**config.mk**
```make
export PLATFORM = sky130hd
export DESIGN_NAME = cmd_conditioner
export DESIGN_NICKNAME = d
export VERILOG_FILES = /design/src/rtl/cmd_conditioner.sv
export SDC_FILE = /design/constraint.sdc
export NUM_CORES = 1
export LEC_CHECK = 0
export ABC_AREA = 0
export CAP_MARGIN = 10
export CORE_MARGIN = 3
export CORE_UTILIZATION = 40
export CTS_CLUSTER_DIAMETER = 120
export DETAILED_ROUTE_END_ITERATION = 12
export GPL_TIMING_DRIVEN = 0
export SYNTH_ARGS = -nofsm -noshare
export SYNTH_HDL_FRONTEND = slang
export SYNTH_SLANG_ARGS = --single-unit
```
**constraint.sdc**
```tcl
create_clock -name clk -period 5.3 [get_ports clk]
set_input_delay 1.59 -clock clk [delete_from_list [all_inputs] [get_ports clk]]
set_output_delay 1.59 -clock clk [all_outputs]
set_load 0.03 [all_outputs]
```
**src/rtl/cmd_conditioner.sv**
```systemverilog
// Synchronizes and debounces a raw 3-bit command bus, publishing each stable
// value as a registered command with a one-cycle strobe and a post-commit lockout.
module cmd_conditioner #(
  parameter int DEBOUNCE_CYCLES = 16,
  parameter int LOCKOUT_CYCLES  = 8
) (
  input  logic       clk,
  input  logic       rst_n,
  input  logic [2:0] raw_in,
  output logic [2:0] cmd,
  output logic       cmd_valid,
  output logic       busy
);

  localparam int MAXC = (DEBOUNCE_CYCLES > LOCKOUT_CYCLES) ? DEBOUNCE_CYCLES : LOCKOUT_CYCLES;
  localparam int CW   = $clog2(MAXC + 1);
  localparam logic [CW-1:0] DB_LAST = CW'(DEBOUNCE_CYCLES - 1);
  localparam logic [CW-1:0] LO_LAST = (LOCKOUT_CYCLES > 0) ? CW'(LOCKOUT_CYCLES - 1) : '0;

  typedef enum logic [1:0] {
    IDLE    = 2'b00,
    SETTLE  = 2'b01,
    LOCKOUT = 2'b10,
    RECOVER = 2'b11
  } state_e;

  // Plain vector so every encoding, including the unreachable one, is representable.
  logic [1:0]    state, state_nxt;
  logic [2:0]    sync1, sync_in;
  logic [2:0]    cand, cand_nxt;
  logic [2:0]    cmd_nxt;
  logic          valid_nxt;
  logic [CW-1:0] cnt, cnt_nxt;

  always_ff @(posedge clk or negedge rst_n) begin
    if (!rst_n) begin
      sync1   <= 3'b000;
      sync_in <= 3'b000;
    end else begin
      sync1   <= raw_in;
      sync_in <= sync1;
    end
  end

  always_ff @(posedge clk or negedge rst_n) begin
    if (!rst_n) begin
      state     <= IDLE;
      cand      <= 3'b000;
      cnt       <= '0;
      cmd       <= 3'b000;
      cmd_valid <= 1'b0;
    end else begin
      state     <= state_nxt;
      cand      <= cand_nxt;
      cnt       <= cnt_nxt;
      cmd       <= cmd_nxt;
      cmd_valid <= valid_nxt;
    end
  end

  always_comb begin
    state_nxt = state;
    cand_nxt  = cand;
    cnt_nxt   = cnt;
    cmd_nxt   = cmd;
    valid_nxt = 1'b0;
    case (state)
      IDLE: begin
        if (sync_in != cmd) begin
          cand_nxt  = sync_in;
          cnt_nxt   = '0;
          state_nxt = SETTLE;
        end
      end
      SETTLE: begin
        if (sync_in != cand) begin
          // Returning to the committed value abandons the candidate silently.
          if (sync_in == cmd) begin
            state_nxt = IDLE;
            cnt_nxt   = '0;
          end else begin
            cand_nxt = sync_in;
            cnt_nxt  = '0;
          end
        end else if (cnt == DB_LAST) begin
          cmd_nxt   = cand;
          valid_nxt = 1'b1;
          cnt_nxt   = '0;
          state_nxt = (LOCKOUT_CYCLES > 0) ? LOCKOUT : IDLE;
        end else begin
          cnt_nxt = cnt + 1'b1;
        end
      end
      LOCKOUT: begin
        if (LOCKOUT_CYCLES == 0 || cnt == LO_LAST) begin
          state_nxt = IDLE;
          cnt_nxt   = '0;
        end else begin
          cnt_nxt = cnt + 1'b1;
        end
      end
      default: begin
        state_nxt = IDLE;
        cnt_nxt   = '0;
      end
    endcase
  end

  assign busy = (state != IDLE);

endmodule

```
==> results.cfg, run 1 <==
[critical_path]
crit_path_end_kind = output port
cpMostUsedCell = inv_1
critical_path_required_ns = 3.71
data_arrival_time_of_the_critical_path_ns = 1.85
worst_setup_path_start_kind = flop
worstPathBufferInverterCount = 3
max_stage_delay_ns = 0.70
crit_fanout = 3
critical-path-slowest-cell = clkdlybuf4s50_1
cp_cell_sequence = inv_1, ha_1, inv_1, clkdlybuf4s50_1
setup.worst_path.class = reg -> out
worst_path_dominant_cell_family = buffers and inverters

[yosys]
ys_seq_elements = 20
yosysSeqAreaShare = 0.500
synth.yosys.warnings = 0
post_synth_num_cell_types = 26
yosys-top-cells-count = 20 x dfrtp_1, 10 x nand2_1, 8 x inv_1, 7 x ha_1
synth-async-reset-ratio = 1.00
synth_most_common_cell = dfrtp_1
post-synth-top-area-cell = dfrtp_1
synthesis.nets = 97
synth_area_leaders = dfrtp_1 50%, ha_1 8.8%, mux2_4 6.0%, nand2_1 3.8%, mux2_2 3.4%
synth.top_cell.area_share = 0.500
synth_edf_count = 0
syn-mean-instance-area_um2 = 11.8
synth_cells = 85
postSynth.topFlopCell = dfrtp_1
synth.cell_area_um2 = 1000

[global_routing]
grt_first_pass_wirelength_mm = 2.91
overflow = 0
grt_pass1_vias = 669
antenna_violations_before_repair = 0
grt_start_max_net_pins = 21
globalRouteTotalUtil = 0.117

[power_and_ir_drop]
power_density_nw_per_um2 = 420
power.ir.vdd_worst_mv = 0.229
static-leakage-power_nw = 0.542
total_power_consumption_uw = 483

[timing]
final.min_clock_period_ns = 3.44
slew_viol_final = 0
period_utilisation_layout = 0.649
slew_headroom = 0.420
clock-skew-final_ns = 0.000845
setup-tns-final_ns = 0
fmax_mhz = 291
hold_violations = 0
layout_setup_ws_ns = 1.86
max_slew.worst_pin.slew_ns = 0.867
whs_ns = 0.358
finalSetupViolCount = 0
grt_setup_unrepaired = false

[clock_tree]
postCtsSetupBuffers = 0
post_cts.resized_instances = 0
cts_max_path_buffers = 2
hold_buffers = 0
tritoncts_clock_tree = yes
clk-insertion-delay-late_ns = 0.29
numCtsBuffers = 3
clock_tree.root_cell = clkbuf_4
clk_transition_reported_paths_ns = 0.11
cts_htree_levels = 1
clkSinkCount = 20

[detailed_routing]
detail_route.vias_per_cell = 5.14
postRouteWirelength_mm = 1.55
number_of_drc_violations_after_detailed_routing = 0
routed_wire_length_per_instance_um = 12.4
dr.pass1.iters = 2
number_of_drc_markers_in_iteration_0 = 3
antenna_violating_nets_post_route = 0
via_count = 642

[layout]
fraction_of_layout_instances_using_a_drive_strength_above_1 = 0.155
antenna-diode-count = 0
num-fill-cells = 205
synthToLayoutAreaGrowth_pct = 14.7
final_net_count = 111
post_layout_nonfiller_instances = 125

[placement]
dp_worst_setup_slack_ns = 2.17
placer_congestion = 0.736
hpwl_mm = 1.19
placed_instances = 122
portBuffers = 9

[die]
i_o_pin_cnt = 10
rows = 17
chipWidth_um = 56.0
floorplan.core_area_um2 = 2300
die_h_um = 56.0
start_util = 0.436
die_area_um2 = 3140

[job]
cap_violations = 0

[run_status]
run_status = complete, no violations

[hold_path]
worst_hold_path_type = reg -> reg
layout by cell type, fill, tap and decap left out, drive strengths merged, types with 2 or more instances in the layout:
cell type	instances
nor2	3
o21ai	3
clkdlybuf4s50	9
ha	7
mux2	7
nand2	10
dfrtp	20
clkbuf	3
xnor2	3
mux2i	2
xor2	3
nand3	4
o22ai	2
nand2b	2
a21oi	2
inv	8
routing by layer:
layer	track usage	vias to the layer above	part of all wire
met3	0.0302	2	0.034
met4	0.0407	0	0.0071
met5	0	-	0
li1	-	313	-
met2	0.194	7	0.49
met1	0.147	320	0.47
kinds of logic after synthesis:
group	synth area share
flip-flops	0.500
multiplexers	0.114
AO/OA/AOI/OAI	0.0813
AND/OR/NAND/NOR	0.135
adder cells (fa/ha/maj)	0.0875
buffers and inverters	0.0300
XOR/XNOR	0.0525
sequential cells by signal, summed over array words and instances, names as in the netlist:
name and flops:
cmd_valid 1, cmd 3, sync_in 3, sync1 3
cand 3, cnt 5, state 2
power by group:
group | leakage, nW | internal (mW) | total, mW | switching, mW
Clock | 0.0138 | 0.0264 | 0.0693 | 0.0429
Sequential | 0.256 | 0.177 | 0.197 | 0.0199
Combinational | 0.272 | 0.105 | 0.216 | 0.111
Total | 0.542 | 0.308 | 0.483 | 0.174
area by class of cell:
type / instances / area [µm²] / share of cell area
timing repair buffer: 9 / 90.1 / 0.0784
multi-input combinational: 57 / 470 / 0.410
tap: 28 / 35.0 / 0.0305
sequential: 20 / 500 / 0.436
clock buffer: 3 / 22.5 / 0.0196
inverter: 8 / 30.0 / 0.0261
final timing paths:
| check | to | cells after the start | from | slack, ns |
|---|---|---|---|---|
| min reg2reg | sync_in[0] | 0 | sync1[0] | 0.36 |
| max | busy | 4 | state[0] | 1.86 |
| min | sync_in[0] | 0 | sync1[0] | 0.36 |
| max reg2reg | state[0] | 7 | state[0] | 3.42 |
| max in group asynchronous | cand[2] | 1 | rst_n | 2.98 |
| min in group asynchronous | state[0] | 1 | rst_n | 1.78 |
stage by stage:
step           cell area (µm²)  utilization
6_report                  1150        0.500
5_1_grt                   1150        0.500
4_1_cts                   1150        0.500
3_5_place_dp              1130        0.490
3_3_place_gp              1130        0.490
2_1_floorplan             1000            -
(Power assumes the default switching activity.)
==> inputs of run 2 (changes only) <==
- clock period: 5.3 -> 3.4 ns (I/O delays scaled with it)
==> results of run 2 <==
Same layout as run 1 (identical final DEF). Status: complete, no violations.
Among the figures that moved: setup slack after placement 2.17 ns -> 0.836 ns; setup slack after layout 1.86 ns -> 0.531 ns; register-to-register setup slack 3.42 ns -> 1.52 ns; total power 0.483 mW -> 0.752 mW; worst IR drop on VDD 0.229 mV -> 0.357 mV
